==> config.mk <==
export PLATFORM = sky130hd
export DESIGN_NAME = m3ds_ahb_to_sram_wbuf
export DESIGN_NICKNAME = d
export VERILOG_FILES = /design/src/rtl/m3ds_ahb_to_sram_wbuf.sv
export SDC_FILE = /design/constraint.sdc
export NUM_CORES = 1
export LEC_CHECK = 0
export BUFFER_PORTS_ARGS = -buffer_cell sky130_fd_sc_hd__buf_2
export CORE_UTILIZATION = 39
export DETAILED_ROUTE_END_ITERATION = 10
export GPL_ROUTABILITY_DRIVEN = 0
export PLACE_DENSITY = 0.65
export REMOVE_ABC_BUFFERS = 1
export SETUP_SLACK_MARGIN = 0.05
export SKIP_LAST_GASP = 1
export SLEW_MARGIN = 0
export SYNTH_ARGS = -nofsm -noshare
export SYNTH_HDL_FRONTEND = slang
export SYNTH_SLANG_ARGS = --single-unit
==> constraint.sdc <==
create_clock -name HCLK -period 4.1 [get_ports HCLK]
set_clock_uncertainty 0.2 [all_clocks]
set_input_delay 0.82 -clock HCLK [delete_from_list [all_inputs] [get_ports HCLK]]
set_output_delay 0.82 -clock HCLK [all_outputs]
set_load 0.01 [all_outputs]
==> src/rtl/m3ds_ahb_to_sram_wbuf.sv <==
// AHB-Lite slave to single-port SRAM bridge with a one-entry posted write buffer.
// Reads always own the SRAM port; writes go direct in their data phase or drain later from the buffer.
module m3ds_ahb_to_sram_wbuf #(
    parameter int AW = 15
) (
    input  logic          HCLK,
    input  logic          HRESET,
    input  logic          HSEL,
    input  logic          HREADY,
    input  logic [1:0]    HTRANS,
    input  logic [2:0]    HSIZE,
    input  logic          HWRITE,
    input  logic [AW-1:0] HADDR,
    input  logic [31:0]   HWDATA,
    output logic          HREADYOUT,
    output logic          HRESP,
    output logic [31:0]   HRDATA,
    input  logic [31:0]   SRAMRDATA,
    output logic [AW-3:0] SRAMADDR,
    output logic [3:0]    SRAMWREN,
    output logic [31:0]   SRAMWDATA,
    output logic          SRAMCS
);

    typedef enum logic [1:0] {
        W_EMPTY = 2'd0,
        W_DATA  = 2'd1,
        W_FULL  = 2'd2
    } wstate_t;

    typedef enum logic [1:0] {
        E_OK   = 2'd0,
        E_ERR1 = 2'd1,
        E_ERR2 = 2'd2
    } estate_t;

    function automatic logic [3:0] lane_mask(input logic [2:0] size, input logic [1:0] addr);
        case (size)
            3'd0:    lane_mask = 4'b0001 << addr;
            3'd1:    lane_mask = 4'b0011 << {addr[1], 1'b0};
            3'd2:    lane_mask = 4'b1111;
            default: lane_mask = 4'b0000;
        endcase
    endfunction

    wstate_t        wstate_q, wstate_d;
    estate_t        estate_q, estate_d;
    logic [AW-3:0]  buf_addr_q, buf_addr_d;
    logic [3:0]     buf_lanes_q, buf_lanes_d;
    logic [31:0]    buf_data_q, buf_data_d;
    logic           rd_phase_q, rd_phase_d;
    logic [AW-3:0]  rd_addr_q, rd_addr_d;
    logic           hreadyout_q, hreadyout_d;
    logic           hresp_q, hresp_d;

    logic           valid_s, bad_s, acc_s, rd_acc_s, wr_acc_s;
    logic [AW-3:0]  word_addr_s;
    logic [3:0]     lanes_s;
    logic           sram_cs_s;
    logic [3:0]     sram_wren_s;
    logic [AW-3:0]  sram_addr_s;
    logic [31:0]    sram_wdata_s;
    logic [31:0]    hrdata_s;
    logic           unused_s;

    assign unused_s    = HTRANS[0];
    assign valid_s     = HSEL & HREADY & HTRANS[1];
    assign bad_s       = valid_s & ((HSIZE > 3'd2) |
                                    ((HSIZE == 3'd1) & HADDR[0]) |
                                    ((HSIZE == 3'd2) & (HADDR[1:0] != 2'b00)));
    assign acc_s       = valid_s & ~bad_s;
    assign rd_acc_s    = acc_s & ~HWRITE;
    assign wr_acc_s    = acc_s & HWRITE;
    assign word_addr_s = HADDR[AW-1:2];
    assign lanes_s     = lane_mask(HSIZE, HADDR[1:0]);

    // Next-state for write buffer, error FSM, read pipeline; SRAM port arbitration.
    always_comb begin
        wstate_d     = wstate_q;
        estate_d     = estate_q;
        buf_addr_d   = buf_addr_q;
        buf_lanes_d  = buf_lanes_q;
        buf_data_d   = buf_data_q;
        rd_phase_d   = rd_acc_s;
        rd_addr_d    = rd_addr_q;
        sram_cs_s    = 1'b0;
        sram_wren_s  = 4'b0000;
        sram_addr_s  = word_addr_s;
        sram_wdata_s = HWDATA;

        if (rd_acc_s) begin
            rd_addr_d = word_addr_s;
            sram_cs_s = 1'b1;
        end else begin
            case (wstate_q)
                W_DATA: begin
                    sram_cs_s   = 1'b1;
                    sram_wren_s = buf_lanes_q;
                    sram_addr_s = buf_addr_q;
                end
                W_FULL: begin
                    sram_cs_s    = 1'b1;
                    sram_wren_s  = buf_lanes_q;
                    sram_addr_s  = buf_addr_q;
                    sram_wdata_s = buf_data_q;
                end
                default: begin
                    sram_cs_s = 1'b0;
                end
            endcase
        end

        case (wstate_q)
            W_EMPTY: begin
                if (wr_acc_s) begin
                    buf_addr_d  = word_addr_s;
                    buf_lanes_d = lanes_s;
                    wstate_d    = W_DATA;
                end else begin
                    wstate_d = W_EMPTY;
                end
            end
            W_DATA: begin
                if (rd_acc_s) begin
                    buf_data_d = HWDATA;
                    wstate_d   = W_FULL;
                end else if (wr_acc_s) begin
                    buf_addr_d  = word_addr_s;
                    buf_lanes_d = lanes_s;
                    wstate_d    = W_DATA;
                end else begin
                    wstate_d = W_EMPTY;
                end
            end
            W_FULL: begin
                if (rd_acc_s) begin
                    wstate_d = W_FULL;
                end else if (wr_acc_s) begin
                    buf_addr_d  = word_addr_s;
                    buf_lanes_d = lanes_s;
                    wstate_d    = W_DATA;
                end else begin
                    wstate_d = W_EMPTY;
                end
            end
            default: begin
                wstate_d = W_EMPTY;
            end
        endcase

        case (estate_q)
            E_OK: begin
                if (bad_s) begin
                    estate_d = E_ERR1;
                end else begin
                    estate_d = E_OK;
                end
            end
            E_ERR1: begin
                estate_d = E_ERR2;
            end
            E_ERR2: begin
                if (bad_s) begin
                    estate_d = E_ERR1;
                end else begin
                    estate_d = E_OK;
                end
            end
            default: begin
                estate_d = E_OK;
            end
        endcase

        hreadyout_d = (estate_d != E_ERR1);
        hresp_d     = (estate_d != E_OK);
    end

    // Read data phase: SRAM word with pending buffered bytes forwarded over it.
    always_comb begin
        hrdata_s = 32'h0000_0000;
        if (rd_phase_q) begin
            for (int i = 0; i < 4; i++) begin
                if ((wstate_q == W_FULL) && (buf_addr_q == rd_addr_q) && buf_lanes_q[i]) begin
                    hrdata_s[8*i +: 8] = buf_data_q[8*i +: 8];
                end else begin
                    hrdata_s[8*i +: 8] = SRAMRDATA[8*i +: 8];
                end
            end
        end else begin
            hrdata_s = 32'h0000_0000;
        end
    end

    // State and pipeline registers.
    always_ff @(posedge HCLK or posedge HRESET) begin
        if (HRESET) begin
            wstate_q    <= W_EMPTY;
            estate_q    <= E_OK;
            buf_addr_q  <= '0;
            buf_lanes_q <= 4'b0000;
            buf_data_q  <= 32'h0000_0000;
            rd_phase_q  <= 1'b0;
            rd_addr_q   <= '0;
            hreadyout_q <= 1'b1;
            hresp_q     <= 1'b0;
        end else begin
            wstate_q    <= wstate_d;
            estate_q    <= estate_d;
            buf_addr_q  <= buf_addr_d;
            buf_lanes_q <= buf_lanes_d;
            buf_data_q  <= buf_data_d;
            rd_phase_q  <= rd_phase_d;
            rd_addr_q   <= rd_addr_d;
            hreadyout_q <= hreadyout_d;
            hresp_q     <= hresp_d;
        end
    end

    // Keep the SRAM idle for as long as reset is held, even if a transfer is presented.
    assign SRAMCS    = sram_cs_s & ~HRESET;
    assign SRAMWREN  = sram_wren_s & {4{~HRESET}};
    assign SRAMADDR  = sram_addr_s;
    assign SRAMWDATA = sram_wdata_s;
    assign HRDATA    = hrdata_s;
    assign HREADYOUT = hreadyout_q;
    assign HRESP     = hresp_q;

endmodule
==> results of run 1 <==
## cells in the final DEF, fill, tap and decap left out, types with 5 or more instances in the layout
master    instances
buf_2           171
dfrtp_1          68
mux2_2           67
o21ai_0          43
a21oi_1          35
nand4_1          33
mux2_4           30
clkbuf_8         11
nand2_1          10
inv_1             8
buf_4             7
xnor2_1           6
nand3_1           5
nor2_1            5
## how the worst max path moves through the flow
| stage | startpoint | to | slack [ns] |
|---|---|---|---|
| 5_1_grt | wstate_q[0] | HRDATA[31] | 0.06 |
| 3_5_place_dp | HSIZE[0] | SRAMADDR[6] | 0.27 |
| 6_report | HSIZE[0] | SRAMADDR[6] | 0.27 |
| 3_3_place_gp | HSIZE[0] | SRAMADDR[11] | 0.32 |
| 4_1_cts | wstate_q[0] | HRDATA[8] | 0.25 |
| 2_1_floorplan | wstate_q[0] | HRDATA[0] | -0.48 |
## final cells by class
type                       count  area [µm²]  share of cell area (%)
clock buffer                  11         151                    2.82
clock inverter                 5         106                    1.98
inverter                      10        42.5                   0.792
multi-input combinational    269        2240                    41.8
sequential                    69        1730                    32.2
tap                          136         170                    3.17
timing repair buffer         179         928                    17.3
## state kept, by name (all words and copies together) (netlist names)
register and count:
rd_phase_q 1, wstate_q 2, buf_data_q 32, buf_lanes_q 4, HREADYOUT 1, buf_addr_q 13
rd_addr_q 13, estate_q 2, HRESP 1
## cell families after synthesis
family                   share of synthesized area [%]
multiplexers                                      29.7
buffers and inverters                             4.95
flip-flops                                        41.4
adder cells (fa/ha/maj)                           1.20
XOR/XNOR                                          2.10
AO/OA/AOI/OAI                                     10.6
AND/OR/NAND/NOR                                   10.0
## metrics by stage
step | total power (W) | hold WS [ns] | setup WS (ns) | cell area [µm²]
floorplan | 0.000991 | 0.184 | -0.481 | 4010
global placement | 0.00114 | 0.194 | 0.319 | 5110
finish | 0.00184 | 0.205 | 0.275 | 5370
CTS | 0.00186 | 0.209 | 0.253 | 5370
detailed placement | 0.00115 | 0.196 | 0.266 | 5110
global route | 0.00193 | 0.256 | 0.0624 | 5370
## per-layer routing
metal / GRT usage [%] / vias to the layer above
met3: 3.90 / 19
li1: - / 1710
met1: 26.8 / 1714
met2: 32.7 / 145
met5: 0 / -
met4: 9.05 / 0
## power groups by stage
stage / combinational, W / clock, W / sequential, W
global placement: 0.000328 / 0 / 0.000813
floorplan: 0.000195 / 0 / 0.000797
detailed placement: 0.000332 / 0 / 0.000817
finish: 0.000331 / 0.000704 / 0.000803
global route: 0.000365 / 0.000752 / 0.000813
CTS: 0.000334 / 0.000727 / 0.000803
==> results.cfg, run 1 <==
[floorplan]
die_h_um = 105
num_io_pins = 173
die-area_um2 = 11100
initial_core_util_pct = 40.4
die_w_um = 105
core_um2 = 10300
row_count = 37

[timing]
finalSetupViolCount = 0
period_share_pct = 93.3
hold_violations = 0
rsz0062_at_grt = no
tightest_slew_ns = 1.08
maxSlewHeadroom_pct = 28.0
fmax_mhz = 261
fin_crit_ns = 3.83
final.setup.tns_ns = 0
report.final.slew_viol_count = 0

[cts]
cts.sinks = 69
clock_path_buffers = 2
cts-resized-gates = 0
hold_buffers = 0
numCtsBuffers = 9
clkTransAtPathRegs_ns = 0.07
h-tree-depth = 3
insertion_delay_ns = 0.34
cts_setup_buffers = 0
cts_root_buf = clkbuf_8
cts_tree = done

[pwr]
switching_power_w = 0.000498
pwr_density_cell_nw_per_um2 = 343
total_leakage_power_nw = 2.73
swShare_pct = 27.1
pwr-share-comb_pct = 18.0
p_seq_share_pct = 43.7
pwr-share-clk_pct = 38.3
internal_power_w = 0.00134
ir_worst_vdd_uv = 200

[synthesis]
yosysWarnings = 0
synthTopCellsByArea = dfrtp_1 (41%), mux2_2 (18%), mux2_4 (11%)
netlist_instances = 376
synth-seq-cells = 69
yosysTopAreaCellShare_pct = 40.8
yosysSeqAreaShare_pct = 41.4
synth_edf_count = 0
yosysTopAreaCell = dfrtp_1
synth_common_cells = dfrtp_1 (68), mux2_2 (67), o21ai_0 (43)
ys_types = 38
synth_area_per_cell_um2 = 11.1
synth_most_common_cell = dfrtp_1
syn_area_um2 = 4170
async_flop_share_pct = 100
synth_top_flop_cell = dfrtp_1

[run]
max_cap_violations = 0

[worst_setup_path]
r2r_start = wstate_q[0]
worst_path_most_repeated_cell = buf_2
slowest_stage = nand2_2
crit_chain = buf_2 > or3_1 > a211oi_2 > nand2b_1 > nand2_2 > mux2_2 > buf_2
setup.worst_path.end_class = output port
critical_path_buf_inv_count = 2
crit_family = simple AND/OR/NAND/NOR gates
start_kind = input port
crit_type = in2out
cp.required_ns = 3.08
reg2regPathDepth = 5
slowest_delay_ns = 0.41
cp_num_cells = 7
worstPathMaxFanout = 17
crit_arrival_ns = 2.81
r2r_end = buf_addr_q[8]
reg2reg_slack_ns = 1.48

[final_layout]
finalNonFillerCells = 679
layout-drive-gt1-share_pct = 55.6
final_net_count = 631
area_growth_pct = 28.7
fillers = 945
final_core_util_pct = 52.0
diodes = 0

[detailed_routing]
routed-via-count = 3588
wl_met3_um = 723
wl_per_cell_um = 16.4
wl_met1_um = 5090
post-route-drc-count = 0
first_iter_violations = 188
routed-wl-met2_um = 5080
firstDrtPassIters = 7
via_per_inst = 5.28
ant_nets = 0
wirelength_um = 11200
topRoutingLayerUsed = met4

[min_path]
worstHoldPathCells = 1
hp-class = reg2reg
min_from = estate_q[1]
hold_end = estate_q[1]

[global_route]
grt_max_degree = 45
grt_overflow_total = 0
antenna_found_initial = 0
grt_pass1_wl_um = 17800
gr-usage-all-layers_pct = 20.4
first_global_vias = 3447

[placement]
dp.cells = 663
place_hpwl_um = 7800
portBuffers = 171

[outcome]
run_status = completed
(Power assumes the default switching activity.)
==> run 2: changes to the inputs <==
BUFFER_PORTS_ARGS = -buffer_cell sky130_fd_sc_hd__buf_4   (was -buffer_cell sky130_fd_sc_hd__buf_2)
CAP_MARGIN = 25   (was not set)
CORE_ASPECT_RATIO = 2   (was not set)
==> run 2 against run 1 <==
  * Wire length up 5.3%
  * First-iteration DRC count shrank 18%
  * Sequential share of layout area down 2.5 points
  * Sequential cell count is the same
==> results.cfg, run 2 (synthesis results as in run 1) <==
[outcome]
run_status = completed

[worst_setup_path]
critical_path_buf_inv_count = 3
slowest_delay_ns = 0.40
cp.required_ns = 3.08
reg2regPathDepth = 5
r2r_start = wstate_q[0]
worst_path_most_repeated_cell = buf_4
crit_type = in2out
start_kind = input port
slowest_stage = or3_1
crit_arrival_ns = 2.83
worstPathMaxFanout = 30
r2r_end = buf_addr_q[11]
crit_chain = buf_4 > or3_1 > a211oi_2 > nand2b_1 > nand2_2 > buf_12 > mux2_2 > buf_4
reg2reg_slack_ns = 1.57
crit_family = simple AND/OR/NAND/NOR gates
setup.worst_path.end_class = output port

[floorplan]
row_count = 53
initial_core_util_pct = 39.8
die-area_um2 = 11100
die_w_um = 75.1
core_um2 = 10500
num_io_pins = 173
die_h_um = 148

[timing]
report.final.slew_viol_count = 0
rsz0062_at_grt = no
holdWs_ns = 0.214
finalSetupViolCount = 0
hold_violations = 0
tightest_slew_ns = 1.02
maxSlewHeadroom_pct = 32.1
period_share_pct = 93.9
fmax_mhz = 260
fin_crit_ns = 3.85

[global_route]
grt_max_degree = 47
grt_overflow_total = 0
first_global_vias = 3743
grt_use_met3_pct = 3.39
use_met2_pct = 40.2
gr-usage-all-layers_pct = 22.0
met1_usage_pct = 23.9
grt-busiest-layer = met2
antenna_found_initial = 0
grt_pass1_wl_um = 18400

[final_layout]
area_growth_pct = 39.4
layout_common_cells = buf_4 (177), dfrtp_1 (68), mux2_2 (67)
finalNonFillerCells = 679
largest_reg_flops = 32
largest-register = buf_data_q
stdcell_area_um2 = 5810
ff_latch_area_um2 = 1730
reg_top3 = buf_data_q (32), buf_addr_q (13), rd_addr_q (13)
layout-drive-gt1-share_pct = 54.8
fillers = 954
final_net_count = 630
mostFrequentLayoutCell = buf_4
multi_input_area_um2 = 2240
diodes = 0

[pwr]
report.power.total_w = 0.00191
total_leakage_power_nw = 2.85
pwr_density_cell_nw_per_um2 = 328
ir_worst_vdd_uv = 346

[cts]
clkTransAtPathRegs_ns = 0.05
cts_tree = done
numCtsBuffers = 9
h-tree-depth = 3
cts.sinks = 69
hold_buffers = 0
insertion_delay_ns = 0.32
cts_root_buf = clkbuf_16
clock_path_buffers = 2

[detailed_routing]
first_iter_violations = 154
routed-via-count = 3615
wl_per_cell_um = 17.3
firstDrtPassIters = 4
ant_nets = 0
post-route-drc-count = 0
wirelength_um = 11800
via_per_inst = 5.32

[min_path]
hp-class = reg2reg
hold_end = estate_q[1]
worstHoldPathCells = 1
min_from = estate_q[1]

[run]
max_cap_violations = 0

[placement]
dp.cells = 663
place_hpwl_um = 8590
portBuffers = 171
dpl_cell_area_um2 = 5530
run 2: changes by cell type in the layout (fill, tap and decap cells not counted), sizes merged:
| cell | before | now |
|---|---|---|
| clkbuf | 11 | 14 |
| bufinv | 3 | 1 |
| buf | 179 | 178 |
| clkinvlp | 1 | 0 |
run 2: worst max path at each step:
stage / from / endpoint / slack, ns / cells past startpoint
finish: HSIZE[0] / SRAMWDATA[6] / 0.25 / 8
global route: wstate_q[0] / HRDATA[29] / 0.10 / 7
CTS: HSIZE[0] / SRAMWDATA[6] / 0.21 / 8
detailed placement: HSIZE[0] / SRAMWDATA[6] / 0.22 / 8
global placement: HSIZE[0] / SRAMWDATA[12] / 0.25 / 8
floorplan: wstate_q[0] / HRDATA[0] / -0.48 / 6
run 2: layout make-up:
type                            count  area share (%)
Sequential cell                    69            29.7
Clock buffer                       14            4.20
Inverter                           10           0.732
Multi-Input combinational cell    269            38.6
Clock inverter                      2           0.603
Timing Repair Buffer              178            23.2
Tap cell                          137            2.95
run 2: metrics by stage:
step	utilization (%)	setup TNS, ns	setup slack [ns]
after floorplan	-	-15.39	-0.481
after global placement	52.8	0	0.247
after detailed placement	52.8	0	0.223
after CTS	55.5	0	0.214
after global routing	55.5	0	0.102
final	55.5	0	0.250
run 2: timing repair:
item	4_1_cts	5_1_grt
resized for setup	0	1
endpoints found under the setup margin	0	2
setup buffers	0	0
run 2: metal layers:
| metal | wire [µm] | share of wire, % |
|---|---|---|
| met2 | 6340 | 54 |
| met1 | 4550 | 39 |
| met5 | 0 | 0 |
| met4 | 408 | 3.5 |
| met3 | 450 | 3.8 |
run 2: power by group:
| part | switching (W) | internal (W) | leakage, nW |
|---|---|---|---|
| Combinational | 0.000169 | 0.000193 | 1.79 |
| Clock | 0.000265 | 0.000471 | 0.135 |
| Sequential | 0.0000640 | 0.000744 | 0.925 |
==> run 3: changes to the inputs <==
ABC_AREA = 1   (was not set)
CELL_PAD_IN_SITES_DETAIL_PLACEMENT = 1   (was not set)
CELL_PAD_IN_SITES_GLOBAL_PLACEMENT = 1   (was not set)
CORE_UTILIZATION = 36   (was 39)
CTS_CLUSTER_SIZE = 25   (was not set)
PLACE_DENSITY = 0.84   (was 0.65)
==> run 3 against run 2 <==
  * Global-route usage increased by 3.9 points
  * Cell count increased by 55%
  * Via count increased by 47%
  * Worst setup slack improved by 0.16 ns
  * Sequential power increased by 0.6%
  * Sequential cell count unchanged
  * Clock power increased by 32%
  * Maximum frequency increased by 4.2%
  * Register-to-register slack improved by 0.35 ns
  * Wire length increased by 41%
  * Highest routed layer unchanged
==> results.cfg, run 3 <==
[outcome]
run_status = completed

[final_layout]
stdcell_area_um2 = 6380
largest-register = buf_data_q
mostFrequentLayoutCell = nand2_1
reg_top3 = buf_data_q (32), buf_addr_q (13), rd_addr_q (13)
layout-drive-gt1-share_pct = 23.0
area_growth_pct = 37.4
diodes = 0
fillers = 1692
final_core_util_pct = 50.8
multi_input_area_um2 = 2170
ff_latch_area_um2 = 1730
final_net_count = 988
layout_common_cells = nand2_1 (262), buf_4 (179), inv_1 (142)
largest_reg_flops = 32

[detailed_routing]
via_per_inst = 5.06
first_iter_violations = 145
post-route-drc-count = 0
ant_nets = 0
firstDrtPassIters = 4
wl_per_cell_um = 15.8
routed-via-count = 5315
wirelength_um = 16600

[cts]
cts-resized-gates = 0
numCtsBuffers = 9
clock_path_buffers = 2
clkTransAtPathRegs_ns = 0.06
cts_root_buf = clkbuf_16
h-tree-depth = 3
cts.sinks = 69
hold_buffers = 0
cts_setup_buffers = 0
insertion_delay_ns = 0.33
cts_tree = done

[floorplan]
core_um2 = 12600
num_io_pins = 173
die_h_um = 163
row_count = 58
initial_core_util_pct = 37.0
die-area_um2 = 13400
die_w_um = 82.3

[worst_setup_path]
r2r_end = buf_data_q[9]
start_kind = flip-flop
cp.required_ns = 3.08
crit_arrival_ns = 2.67
setup.worst_path.end_class = output port
reg2regPathDepth = 7
worstPathMaxFanout = 8
r2r_start = wstate_q[1]
reg2reg_slack_ns = 1.92
crit_type = reg2out

[timing]
period_share_pct = 90.1
final.setup.tns_ns = 0
finalSetupViolCount = 0
maxSlewHeadroom_pct = 59.0
fin_crit_ns = 3.69
holdWs_ns = 0.192
hold_violations = 0
fin_ws_ns = 0.407
fmax_mhz = 271
report.final.slew_viol_count = 0
tightest_slew_ns = 0.616
rsz0062_at_grt = no

[pwr]
internal_power_w = 0.00161
p_seq_share_pct = 36.6
ir_worst_vdd_uv = 273
pwr_density_cell_nw_per_um2 = 348
pwr-share-clk_pct = 43.7
switching_power_w = 0.000613
total_leakage_power_nw = 3.60
pwr-share-comb_pct = 19.7
swShare_pct = 27.6

[global_route]
antenna_found_initial = 0
first_global_vias = 5643
grt_overflow_total = 0
grt_max_degree = 65
gr-usage-all-layers_pct = 25.9
grt_pass1_wl_um = 25800

[synthesis]
syn_area_um2 = 4640
synth_top_flop_cell = dfrtp_1
synth_common_cells = nand2_1 (262), inv_1 (143), o21ai_0 (72)
yosysTopAreaCellShare_pct = 36.7
synth-seq-cells = 69
synth_most_common_cell = nand2_1
synth_edf_count = 0
async_flop_share_pct = 100
netlist_instances = 742
yosysTopAreaCell = dfrtp_1
ys_types = 28
synth_area_per_cell_um2 = 6.25
yosysSeqAreaShare_pct = 37.2
synthTopCellsByArea = dfrtp_1 (37%), nand2_1 (21%), inv_1 (12%)
yosysWarnings = 0

[placement]
portBuffers = 171
place_hpwl_um = 12600
dp_worst_setup_slack_ns = 0.432
dpl_cell_area_um2 = 6000

[min_path]
hp-class = in2async

[run]
max_cap_violations = 0
run 3: cell count changes after synthesis, moves of 6 or more:
cell	previous run	this run
nand2_1	10	262
inv_1	9	143
o21ai_0	43	72
nand3_1	5	40
a21oi_1	35	3
buf_2	2	17
o21ai_1	0	6
nor2_1	5	58
mux2_4	30	0
mux2_2	67	0
run 3: power by group through the flow:
stage / Clock [W] / Combinational (W) / Sequential (W)
after floorplan: 0 / 0.000238 / 0.000805
after detailed placement: 0 / 0.000436 / 0.000824
after global placement: 0 / 0.000415 / 0.000817
after CTS: 0.000987 / 0.000443 / 0.000812
after global routing: 0.00101 / 0.000495 / 0.000821
final: 0.000969 / 0.000437 / 0.000813
run 3: final cells by class:
type,instances,share of cell area (%)
tap,150,2.94
clock inverter,6,2.10
inverter,144,8.54
clock buffer,10,3.75
sequential,69,27.1
multi-input combinational,491,34.1
timing repair buffer,180,21.5
run 3: metal layers:
metal / GRT usage (%) / routed length, µm / part of all wire, % / vias to the layer above
li1: - / - / - / 2560
met1: 24.8 / 5690 / 34 / 2543
met2: 48.7 / 9320 / 56 / 155
met3: 2.13 / 556 / 3.4 / 57
met4: 18.8 / 1030 / 6.2 / 0
met5: 0 / 0 / 0 / -
run 3: kinds of logic after synthesis:
family	synth area share (%)
buffers and inverters	16.0
XOR/XNOR	0.378
flip-flops	37.2
AO/OA/AOI/OAI	9.33
adder cells (fa/ha/maj)	1.08
AND/OR/NAND/NOR	35.9
run 3: worst max-delay path, stage by stage (launching register included):
cell and delay [ns]:
dfrtp_1 0.40, inv_1 0.09, ha_1 0.28, nand2_1 0.10, nor2_1 0.13, nand2_1 0.08
nor2_1 0.33, nand3_1 0.43, nand2_1 0.16, inv_1 0.05, nor2_1 0.13, buf_4 0.14
run 3: metrics by stage:
stage | total power, W | instances
final | 0.00222 | 1050
after global routing | 0.00232 | 1050
after CTS | 0.00224 | 1050
after detailed placement | 0.00126 | 1034
after global placement | 0.00123 | 1033
after floorplan | 0.00104 | 704
run 3: how the worst max path moves through the flow:
stage / startpoint / endpoint / slack, ns
2_1_floorplan: HRESET / SRAMWREN[0] / 0.43
3_3_place_gp: HADDR[0] / SRAMWDATA[20] / 0.64
3_5_place_dp: HADDR[0] / SRAMWDATA[27] / 0.43
4_1_cts: wstate_q[0] / HRDATA[4] / 0.39
5_1_grt: wstate_q[0] / HRDATA[6] / 0.25
6_report: wstate_q[0] / HRDATA[7] / 0.41
